File: config.mk
export PLATFORM = sky130hd
export DESIGN_NAME = seq_detector
export DESIGN_NICKNAME = d
export VERILOG_FILES = /design/src/rtl/seq_detector.sv
export SDC_FILE = /design/constraint.sdc
export NUM_CORES = 1
export LEC_CHECK = 0
export BUFFER_PORTS_ARGS = -buffer_cell sky130_fd_sc_hd__buf_4
export CAP_MARGIN = 15
export CORE_UTILIZATION = 52
export DETAILED_ROUTE_END_ITERATION = 8
export GPL_TIMING_DRIVEN = 0
export PLACE_DENSITY = 0.79
export SYNTH_ARGS = -nofsm -noshare
export SYNTH_HDL_FRONTEND = slang
export SYNTH_SLANG_ARGS = --single-unit
File: constraint.sdc
create_clock -name i_clk -period 2.9 [get_ports i_clk]
set_input_delay 0.435 -clock i_clk [delete_from_list [all_inputs] [get_ports i_clk]]
set_output_delay 0.435 -clock i_clk [all_outputs]
set_load 0.05 [all_outputs]
File: src/rtl/seq_detector.sv
// rtl/seq_detector.sv - registered pattern detector over a valid-qualified symbol stream
//
// Ports:
//   i_clk        rising-edge clock
//   i_rst        synchronous active-high reset, highest priority
//   i_clear      synchronous soft clear of state, index, timer and match counter
//   i_valid      qualifies i_sym this cycle
//   i_sym        input symbol (SYM_W bits)
//   i_pattern    target pattern, symbol k at [k*SYM_W +: SYM_W], k=0 expected first
//   o_state      IDLE=0, MATCH=1, DONE=2
//   o_idx        pattern symbols matched so far
//   o_match      high for the single DONE cycle
//   o_timeout    one-cycle pulse following an idle-timeout abort
//   o_match_cnt  saturating count of completed matches
module seq_detector #(
  parameter int SYM_W   = 4,
  parameter int SEQ_LEN = 4,
  parameter int TIMEOUT = 15,
  parameter int CNT_W   = 8,
  localparam int IDX_W  = $clog2(SEQ_LEN + 1)
) (
  input  logic                     i_clk,
  input  logic                     i_rst,
  input  logic                     i_clear,
  input  logic                     i_valid,
  input  logic [SYM_W-1:0]         i_sym,
  input  logic [SEQ_LEN*SYM_W-1:0] i_pattern,
  output logic [1:0]               o_state,
  output logic [IDX_W-1:0]         o_idx,
  output logic                     o_match,
  output logic                     o_timeout,
  output logic [CNT_W-1:0]         o_match_cnt
);

  typedef enum logic [1:0] {
    IDLE  = 2'd0,
    MATCH = 2'd1,
    DONE  = 2'd2,
    BAD   = 2'd3
  } state_t;

  state_t           state_q, state_d;
  logic [IDX_W-1:0] idx_q, idx_d;
  logic [7:0]       timer_q, timer_d;
  logic             timeout_q, timeout_d;
  logic [CNT_W-1:0] cnt_q;
  logic             cnt_inc;
  logic [SYM_W-1:0] exp_sym;
  logic             hit_first;

  // Symbol expected at the current index, taken live from i_pattern.
  always_comb begin
    exp_sym = '0;
    for (int k = 0; k < SEQ_LEN; k++) begin
      if (idx_q == IDX_W'(k)) exp_sym = i_pattern[k*SYM_W +: SYM_W];
    end
  end

  assign hit_first = i_valid && (i_sym == i_pattern[SYM_W-1:0]);

  always_comb begin
    state_d   = state_q;
    idx_d     = idx_q;
    timer_d   = 8'd0;
    timeout_d = 1'b0;
    cnt_inc   = 1'b0;
    case (state_q)
      IDLE, DONE: begin
        state_d = hit_first ? MATCH : IDLE;
        idx_d   = hit_first ? IDX_W'(1) : '0;
      end
      MATCH: begin
        if (i_valid) begin
          if (i_sym == exp_sym) begin
            if (idx_q == IDX_W'(SEQ_LEN - 1)) begin
              state_d = DONE;
              idx_d   = IDX_W'(SEQ_LEN);
              cnt_inc = 1'b1;
            end else begin
              idx_d = idx_q + IDX_W'(1);
            end
          end else if (hit_first) begin
            // Only restart on the first pattern symbol; no deeper overlap search.
            idx_d = IDX_W'(1);
          end else begin
            state_d = IDLE;
            idx_d   = '0;
          end
        end else if (timer_q == 8'(TIMEOUT - 1)) begin
          // This idle cycle brings the timer to TIMEOUT: abort the partial match.
          state_d   = IDLE;
          idx_d     = '0;
          timeout_d = 1'b1;
        end else begin
          timer_d = timer_q + 8'd1;
        end
      end
      default: begin
        state_d = IDLE;
        idx_d   = '0;
      end
    endcase
  end

  always_ff @(posedge i_clk) begin
    if (i_rst || i_clear) begin
      state_q   <= IDLE;
      idx_q     <= '0;
      timer_q   <= 8'd0;
      timeout_q <= 1'b0;
      cnt_q     <= '0;
    end else begin
      state_q   <= state_d;
      idx_q     <= idx_d;
      timer_q   <= timer_d;
      timeout_q <= timeout_d;
      if (cnt_inc && (cnt_q != {CNT_W{1'b1}})) cnt_q <= cnt_q + CNT_W'(1);
    end
  end

  assign o_state     = state_q;
  assign o_idx       = idx_q;
  assign o_match     = (state_q == DONE);
  assign o_timeout   = timeout_q;
  assign o_match_cnt = cnt_q;

endmodule

; ---- Yosys cells after proc, flatten, opt, wreduce, memory -nomap -nowiden
; Index checks and enable logic that the tools add are counted.
[word_totals]
regBits = 22
in_bits = 24
output_inout_bits = 15
[classes]
addsub = 3
eq_ne = 12
muxes = 22
bitwise = 1
reduce_logical = 9
[ops]
columns = op, count
row1 = "adder 8 x 1 -> 8 bit, second input constant", 2
row2 = 2-to-1 mux 4 bit, 4
row3 = 2-to-1 mux 3 bit, 4
row4 = 2-to-1 mux 2 bit, 5
row5 = == test 4 bit, 2
row6 = "== test 8 x 4 -> 1 bit, second input constant", 1
row7 = "!= test 4 bit, second input constant", 2
row8 = "!= test 8 bit, second input constant", 1
row9 = 2-to-1 mux 1 bit, 7
row10 = "== test 3 x 2 -> 1 bit, second input constant", 2
row11 = one-hot mux 3 bit (2 select lines), 1
row12 = one-hot mux 2 bit (2 select lines), 1
row13 = OR reduction 4 bit, 1
row14 = "adder 3 x 1 -> 3 bit, second input constant", 1
row15 = "== test 3 x 1 -> 1 bit, second input constant", 1
row16 = zero test 3 bit, 1
row17 = "!= test 3 bit, second input constant", 1
row18 = AND reduction 3 bit, 1
row19 = OR reduction 3 bit, 1
row20 = "== test 2 x 1 -> 1 bit, second input constant", 1
row21 = "== test 2 bit, second input constant", 1
row22 = logical AND 1 bit, 2
row23 = zero test 2 bit, 1
row24 = OR reduction 2 bit, 1
row25 = other kinds (2), 2

; ---- Depth between registers and ports, before layout
; Gate-level depths: netlist of run 1.
[depth]
depth_word = 10
ltp_mapped = 10

; ---- Worst setup path after synthesis of run 1
; OpenSTA, ideal clock, no wires.
[synth_timing]
path_type = register to register
startpoint = register idx_q[0] (netlist: o_idx[0])
endpoint = register cnt_q[5] (netlist: o_match_cnt[5])
setup_time_ps = 130
arrival_time_ps = 2623
required_ps = 2770
path_slack_ps = 147
stages_incl_launch_ff = 10
period_less_slack_ps = 2753
cell_sequence = dfxtp_1 ha_1 ha_1 buf_2 nand4b_1 or3b_1 or4_1 buf_6 o311ai_4 o41ai_2
[synth_between]
elab_chain_len = 10
elab_cells_between_ends = 14
[synth_rtl]
columns = element, line_no
row1 = start: declaration, 43  ; logic [IDX_W-1:0] idx_q, idx_d;
row2 = start signal: assignment, 114  ; idx_q <= idx_d;
row3 = zero test 3 bit, 55  ; if (idx_q == IDX_W'(k)) exp_sym = i_pattern[k*SYM_W +: SYM_W];
row4 = 2-to-1 mux 4 bit (4 in a row), 55
row5 = == test 4 bit, 74  ; if (i_sym == exp_sym) begin
row6 = 2-to-1 mux 1 bit *, 74
row7 = 2-to-1 mux 1 bit *, 73  ; if (i_valid) begin
row8 = 2-to-1 mux 1 bit *, 67  ; case (state_q)
row9 = logical AND 1 bit *, 117  ; if (cnt_inc && (cnt_q != {CNT_W{1'b1}})) cnt_q <= cnt_q + CNT_W'(1);
row10 = end signal: assignment, 117
row11 = end: declaration, 46  ; logic [CNT_W-1:0] cnt_q;
; Mark *: on every way between the ends. The rest lies on a longest branch, timed or not.
; A chain may end at the register's enable or synchronous reset.

; ---- Final worst setup path of run 1
; Ends and elaborated chain as after synthesis.

==> results.yml, run 1 <==
status:
  outcome: "finished, final reports clean"
place:
  dp_hpwl_microns: 2770
  io_buffers: 38
  gp_congestion: 0.919
  dp_cells: 246
  dpl_cell_area_sq_mm: 0.00179
setup_path:
  crit_required_ns: 3.09
  reg2reg_from: "o_idx[0]"
  critical_path_class: "flip-flop to flip-flop"
  reg2reg_depth: 10
  crit_chain: "ha_1 > ha_1 > buf_2 > nor2b_1 > o21ai_0 > o2111ai_1 > or4_1 > buf_6 > o311ai_4 > o41ai_2"
  critPathSlowestCell: "or4_1"
  worstPathArrival_ns: 2.89
  crit_path_end_kind: "flip-flop"
  r2r_setup_slack_ns: 0.20
  startpoint_type: "flip-flop"
  worst-path-max-fanout: 10
  cpMostUsedCell: "ha_1"
  max_stage_delay_ns: 0.55
  rr_endpoint: "o_match_cnt[5]"
layout:
  fin_nets: 253
  drive_above_1_share: 0.214
  fin_area_sq_mm: 0.00184
  antenna_cells: 0
  area_growth_pct: 25.7
  final_cells: 250
synth:
  yosysTopAreaCell: "dfxtp_1"
  synth_top_family_by_area: "simple AND/OR/NAND/NOR gates"
  synthSimpleGateAreaFrac: 0.329
  avgSynthCellArea_sq_um: 8.22
  ys_seq_area_frac: 0.301
  synth_fa_ha_area_frac: 0.0684
  synth_cell_types: 43
  synth_compound_area_frac: 0.175
  synthTopCellsByArea: "dfxtp_1, ha_1, xor2_1, nor2_1, nor2b_1"
  synthFlopType: "dfxtp_1"
  syn_inst: 178
  async_flop_share: 0
  post-synth-top-area-fraction: 0.301
  synth_edf_count: 0
  syn-num-nets: 210
  yosys_warnings: 0
  synth_seq_cells: 22
  muxShareOfSynthArea: 0.0137
  synthXorXnorAreaFrac: 0.0778
  netlist_area_sq_mm: 0.00146
timing:
  fin_crit_sh: 0.931
  slew_headroom: 0.636
  tightest_slew_ns: 0.544
  hold_viol: 0
  layout_min_cycle_time_ns: 2.70
  rsz0062_at_grt: "false"
  setup-tns-final_ns: 0
  finalMaxSlewViolations: 0
  fin_worst_skew_ns: 0.00287
  setup_violations: 0
  max_freq_ghz: 0.370
floorplan:
  core_area_sq_mm: 0.00257
  die_h_microns: 55.0
  dieArea_sq_mm: 0.00303
  rows: 18
  io_pins: 39
  die_w_microns: 55.0
  start_util: 0.570
drt:
  wl_per_cell_microns: 14.2
  firstDrtPassIters: 4
  totalWireLength_microns: 3540
  ant_nets: 0
  drt_iter0_drc: 42
  via_count: 1503
  remaining_drc_errors: 0
  viasPerCell: 6.01
min_path:
  whs_endpoint: "o_timeout"
  hold_depth: 2
  hold_class: "input pin to flip-flop"
  hold_start: "i_valid"
cts:
  cts_resized: 0
  cts_buffer_depth: 2
  cts.clk_slew.worst_paths_ns: 0.12
  postCtsSetupBuffers: 0
  cts_root_buf: "clkbuf_4"
  cts.sinks: 22
  numCtsBuffers: 3
  clk_latency_ns: 0.30
  htreeDepth: 1
  cts-hold-fix-buffers: 0
  tritoncts: "built"
run:
  maxCapViolCount: 0
global_routing:
  gr-total-overflow: 0
  track_usage: 0.244
  antenna_found_initial: 0
  grt_start_max_net_pins: 14
  grt_pass1_vias: 1239
  grt_pass1_wl_microns: 5370
power:
  ir_drop_v: 0.000400
  p_per_area_mw_per_mm2: 328
  p_leak_uw: 0.000745
synthesized netlist by cell type, drive strengths merged (3+ instances only):
cell type and number:
nor3 6, a211o 3, nor2b 10, dfxtp 22
xnor2 5, nor2 18, nand3 10, a21oi 9
inv 8, nor4 3, nand4 6, o21ai 8
ha 8, xor2 8, or3 6, nand2 11
nand3b 6
cell families (layout without fill, tap and decap cells):
logic type,after synthesis,count (layout)
fa+ha+maj,8,8
mux,2,2
compound gates,34,34
buf+inv,11,53
simple gates,88,88
flops,22,22
xor+xnor,13,13
cells in the final DEF (no fill, tap or decap), types with 2 or more instances in the layout:
master     instances
nor2_1            18
o21ai_0            7
or3_1              6
xnor2_1            5
a21oi_1            9
nor3_1             6
nand3_1           10
nand2_1           11
o32ai_1            2
nand3b_1           6
nor2b_1           10
and3_1             2
ha_1               8
and4_1             2
clkbuf_4           3
xor2_1             8
buf_4             38
a2111oi_0          2
mux2i_1            2
a211o_1            3
or3b_1             2
nand4_1            6
dfxtp_1           22
inv_1              8
nor4_1             3
power by group:
part | switching, uW | internal, uW | leakage, uW
combinational | 33.2 | 37.0 | 0.000540
clock | 89.8 | 140 | 0.0000279
sequential | 0.435 | 302 | 0.000177
critical path, delay by kind of cell, from the launching register on:
family	cells	cell delay (ns)
AO/OA/AOI/OAI	4	0.68
adder cells (fa/ha/maj)	2	0.42
buffers and inverters	2	0.41
flip-flops	1	0.46
AND/OR/NAND/NOR	2	0.64
registers in the layout, summed over array words and instances, names as in the netlist:
name,count
timer_q,8
o_match_cnt,8
o_timeout,1
o_idx,3
o_state,2
metrics by stage:
step	setup slack [ns]	hold slack (ns)	utilization	power (uW)
3_5_place_dp	0.250	0.473	0.695	378
6_report	0.199	0.340	0.716	602
4_1_cts	0.219	0.325	0.716	611
5_1_grt	0.0453	0.320	0.716	626
3_3_place_gp	0.288	0.463	0.695	376
2_1_floorplan	0.147	0.441	-	342
how the worst max path moves through the flow:
stage                                 to  cells past startpoint  slack, ns  startpoint
after floorplan           o_match_cnt[5]                      9       0.15    o_idx[0]
after global placement    o_match_cnt[5]                     10       0.29    o_idx[0]
after detailed placement  o_match_cnt[5]                     10       0.25    o_idx[0]
after CTS                 o_match_cnt[5]                     10       0.22    o_idx[0]
after global routing      o_match_cnt[5]                     10       0.05    o_idx[0]
final                     o_match_cnt[5]                     10       0.20    o_idx[0]
area by class of cell:
type / instances / area (sq um)
multi-input combinational: 145 / 972
fill: 201 / 729
sequential: 22 / 440
timing repair buffer: 38 / 285
tap: 30 / 37.5
clock inverter: 1 / 30.0
inverter: 8 / 30.0
clock buffer: 3 / 22.5
buffer: 3 / 20.0
routing by layer:
metal  vias to the layer above  wire length (microns)  track usage
met1                       715                   1610        0.297
met3                         2                    159       0.0519
met4                         0                     14       0.0583
met5                         -                      0            0
li1                        744                      -            -
met2                        42                   1750        0.436
Note: power is estimated with default switching activity, not from simulation.
==> inputs of run 2 (changes only) <==
Clock period 2.9 ns to 2.5 ns, I/O delays scaled along.
==> results.yml, run 2 (same netlist as run 1, synthesis figures left out) <==
status:
  outcome: "finished, final reports clean"
floorplan:
  die_h_microns: 55.0
  die_w_microns: 55.0
  core_area_sq_mm: 0.00257
  io_pins: 39
  dieArea_sq_mm: 0.00303
  rows: 18
  start_util: 0.570
cts:
  cts_buffer_depth: 2
  numCtsBuffers: 3
  clk_latency_ns: 0.31
  cts-hold-fix-buffers: 0
  tritoncts: "built"
  cts.sinks: 22
  cts_root_buf: "clkbuf_4"
  cts.clk_slew.worst_paths_ns: 0.13
  htreeDepth: 1
timing:
  fin_crit_sh: 0.964
  rsz0062_at_grt: "false"
  slew_headroom: 0.613
  setup_violations: 0
  tightest_slew_ns: 0.578
  hold_viol: 0
  hold_ws_ns: 0.273
  finalMaxSlewViolations: 0
  layout_min_cycle_time_ns: 2.41
  max_freq_ghz: 0.415
  fin_worst_skew_ns: 0.0106
drt:
  totalWireLength_microns: 3720
  ant_nets: 0
  drt_iter0_drc: 42
  remaining_drc_errors: 0
  wl_per_cell_microns: 14.8
  via_count: 1498
  viasPerCell: 5.94
  firstDrtPassIters: 4
layout:
  fin_nets: 255
  drive_above_1_share: 0.257
  post-route-util: 0.738
  n_fill_cell: 211
  final_common_cell: "buf_4"
  area_growth_pct: 29.6
  final_cell_mix: "buf_4, dfxtp_1, nor2_1, nand2_1"
  antenna_cells: 0
power:
  p_leak_uw: 0.000763
  p_per_area_mw_per_mm2: 353
  ir_drop_v: 0.000392
  power_uw: 668
setup_path:
  r2r_setup_slack_ns: 0.09
  worstPathArrival_ns: 2.62
  critical_path_class: "flip-flop to flip-flop"
  startpoint_type: "flip-flop"
  reg2reg_from: "o_idx[0]"
  rr_endpoint: "o_match_cnt[5]"
  crit_family: "compound AO/OA/AOI/OAI gates"
  reg2reg_depth: 8
  max_stage_delay_ns: 0.53
  critPathSlowestCell: "or4_1"
  cpMostUsedCell: "buf_6"
  path_buf_inv: 2
  crit_required_ns: 2.71
  worst-path-max-fanout: 10
  crit_chain: "ha_1 > ha_4 > buf_6 > o311a_1 > or4_1 > buf_6 > o311ai_4 > o41ai_2"
  crit_path_end_kind: "flip-flop"
global_routing:
  antenna_found_initial: 0
  grt_pass1_wl_microns: 5700
  grt_pass1_vias: 1325
  track_usage: 0.264
  gr-total-overflow: 0
  grt_start_max_net_pins: 14
min_path:
  hold_start: "i_valid"
  whs_endpoint: "o_timeout"
  hold_depth: 2
  hold_class: "input pin to flip-flop"
place:
  dp_hpwl_microns: 2830
  gp_congestion: 0.859
  io_buffers: 38
run:
  maxCapViolCount: 0
run 2: cell count changes in the layout (fill, tap and decap cells not counted), sizes merged:
cell / delta
bufinv: -1
buf: +2
clkbuf: +1
run 2: cell type report:
| cell class | count | area [sq um] | share of cell area |
|---|---|---|---|
| plain buffers | 3 | 26.3 | 0.0139 |
| clock buffers | 4 | 47.5 | 0.0251 |
| inverters | 8 | 30.0 | 0.0158 |
| multi-input cells | 145 | 1000 | 0.530 |
| flip-flops and latches | 22 | 449 | 0.237 |
| well taps | 30 | 37.5 | 0.0198 |
| repair buffers | 40 | 300 | 0.158 |
run 2: how the worst max path moves through the flow:
stage / start / endpoint / cells past startpoint
floorplan: o_idx[2] / o_match_cnt[5] / 8
global placement: o_idx[0] / o_match_cnt[5] / 10
detailed placement: o_idx[0] / o_match_cnt[5] / 10
CTS: o_idx[0] / o_match_cnt[5] / 9
global route: o_idx[1] / o_match_cnt[5] / 9
finish: o_idx[0] / o_match_cnt[5] / 8
run 2: routing by layer:
| layer | vias up | global-route usage | routed length, microns |
|---|---|---|---|
| met4 | 0 | 0.0958 | 43 |
| met5 | - | 0 | 0 |
| met3 | 4 | 0.0464 | 195 |
| li1 | 752 | - | - |
| met2 | 47 | 0.480 | 1850 |
| met1 | 695 | 0.304 | 1630 |
run 2: what timing repair did:
| action | in CTS | in global routing |
|---|---|---|
| setup buffers | 0 | 2 |
| gates resized for setup | 2 | 7 |
| pin swaps | 1 | 2 |
| setup endpoints to repair | 2 | 7 |
run 2: metrics by stage:
stage               setup WS [ns]  TNS (ns)  instances  instance area [sq um]
floorplan                  0.0516         0        178                   1470
global placement          -0.0360   -0.0360        246                   1790
detailed placement        -0.0805   -0.0972        246                   1790
CTS                        0.0203         0        250                   1850
global route              0.00507         0        252                   1900
finish                     0.0904         0        252                   1900
run 2: power breakdown:
group	switching, uW	total [uW]	internal (uW)
sequential	0.547	349	349
combinational	40.5	84.5	44.0
clock	112	235	122
total	153	668	515
==> inputs of run 3 (changes only) <==
Settings changed: PLACE_DENSITY 0.79 to default, PLACE_DENSITY_LB_ADDON from default to 0.1.
==> results.yml, run 3 (same netlist as run 1, synthesis figures left out) <==
power:
  swShare: 0.236
  p_seq_frac: 0.588
  ir_drop_v: 0.000461
  p_sw_uw: 140
  p_leak_uw: 0.000755
  combPwrFrac: 0.138
  p_int_uw: 454
  power.share.clock: 0.274
  p_per_area_mw_per_mm2: 315
setup_path:
  critical_path_class: "flip-flop to flip-flop"
  reg2reg_depth: 9
  startpoint_type: "flip-flop"
  worst-path-max-fanout: 10
  worstPathArrival_ns: 2.60
  reg2reg_from: "o_idx[0]"
  startpoint: "o_idx[0]"
  crit_path_end_kind: "flip-flop"
  crit_required_ns: 2.69
status:
  outcome: "finished, final reports clean"
drt:
  totalWireLength_microns: 3590
  firstDrtPassIters: 4
  wl_per_cell_microns: 14.2
  remaining_drc_errors: 0
  drt_iter0_drc: 42
  via_count: 1479
  viasPerCell: 5.85
  ant_nets: 0
floorplan:
  die_w_microns: 55.0
  core_area_sq_mm: 0.00257
  io_pins: 39
  die_h_microns: 55.0
  start_util: 0.570
  rows: 18
  dieArea_sq_mm: 0.00303
layout:
  final_cells: 253
  fin_nets: 256
  n_fill_cell: 209
  area_growth_pct: 28.7
  final_cell_mix: "buf_4, dfxtp_1, nor2_1, nand2_1, nand3_1"
  final_common_cell: "buf_4"
  drive_above_1_share: 0.265
  antenna_cells: 0
timing:
  setup_violations: 0
  fin_worst_skew_ns: 0.00306
  setup-tns-final_ns: 0
  max_freq_ghz: 0.414
  layout_min_cycle_time_ns: 2.41
  slew_headroom: 0.648
  hold_ws_ns: 0.287
  fin_crit_sh: 0.966
  hold_viol: 0
  tightest_slew_ns: 0.527
  finalMaxSlewViolations: 0
place:
  dp_cells: 246
  gp_congestion: 0.817
  dp_hpwl_microns: 2780
  io_buffers: 38
global_routing:
  grt_pass1_wl_microns: 5420
  grt_pass1_vias: 1338
  grt_start_max_net_pins: 13
  antenna_found_initial: 0
  track_usage: 0.247
  gr-total-overflow: 0
min_path:
  hold_depth: 2
  hold_start: "i_valid"
  hold_class: "input pin to flip-flop"
cts:
  cts.clk_slew.worst_paths_ns: 0.11
  cts_buffer_depth: 2
  tritoncts: "built"
  numCtsBuffers: 3
  htreeDepth: 1
  clk_latency_ns: 0.30
  cts_root_buf: "clkbuf_4"
  cts.sinks: 22
  cts-hold-fix-buffers: 0
run:
  maxCapViolCount: 0
## run 3: metal layers
| metal | global-route usage | routed length [microns] | share of wire | vias to the layer above |
|---|---|---|---|---|
| li1 | - | - | - | 749 |
| met3 | 0.0601 | 157 | 0.044 | 0 |
| met2 | 0.462 | 1830 | 0.51 | 35 |
| met1 | 0.289 | 1600 | 0.45 | 695 |
| met5 | 0 | 0 | 0 | - |
| met4 | 0.0292 | 0 | 0 | 0 |
## run 3: final cells by class
cell class	instances	area (sq um)	share of cell area
timing repair buffer	41	308	0.163
multi-input combinational	145	1010	0.534
buffer	3	26.3	0.0140
inverter	8	30.0	0.0159
sequential	22	449	0.239
tap	30	37.5	0.0199
clock buffer	4	26.3	0.0140
## run 3: final timing paths
check	slack [ns]	endpoint
max	0.09	o_match_cnt[5]
min	0.29	o_timeout
max reg2reg	0.09	o_match_cnt[5]
min reg2reg	0.51	timer_q[0]
## run 3: stage by stage
stage | setup WS, ns | power [uW] | cell area [sq um] | utilization
4_1_cts | 0.00143 | 599 | 1840 | 0.716
5_1_grt | -0.0125 | 614 | 1880 | 0.733
2_1_floorplan | 0.0516 | 394 | 1470 | -
6_report | 0.0855 | 594 | 1880 | 0.733
3_5_place_dp | -0.122 | 437 | 1790 | 0.699
3_3_place_gp | -0.0689 | 434 | 1790 | 0.699
## run 3: power by group through the flow
| stage | clock network [uW] | registers (uW) | logic [uW] |
|---|---|---|---|
| final | 163 | 349 | 82.2 |
| after CTS | 169 | 349 | 80.3 |
| after detailed placement | 0 | 357 | 79.8 |
| after floorplan | 0 | 358 | 36.3 |
| after global routing | 175 | 349 | 90.3 |
| after global placement | 0 | 357 | 77.1 |
## run 3: what timing repair did
action                     CTS  global route
pin swaps                    1             1
gates resized for setup      3             9
setup endpoints to repair    3             8
buffers inserted             1             2
## run 3: worst max-delay path: stages, from the launching register on
cell and delay, ns:
dfxtp_4 0.39, ha_1 0.19, ha_4 0.16, buf_6 0.14
nand4b_1 0.14, or3b_1 0.36, or4_1 0.42, buf_6 0.16
o311ai_4 0.22, o41ai_2 0.11
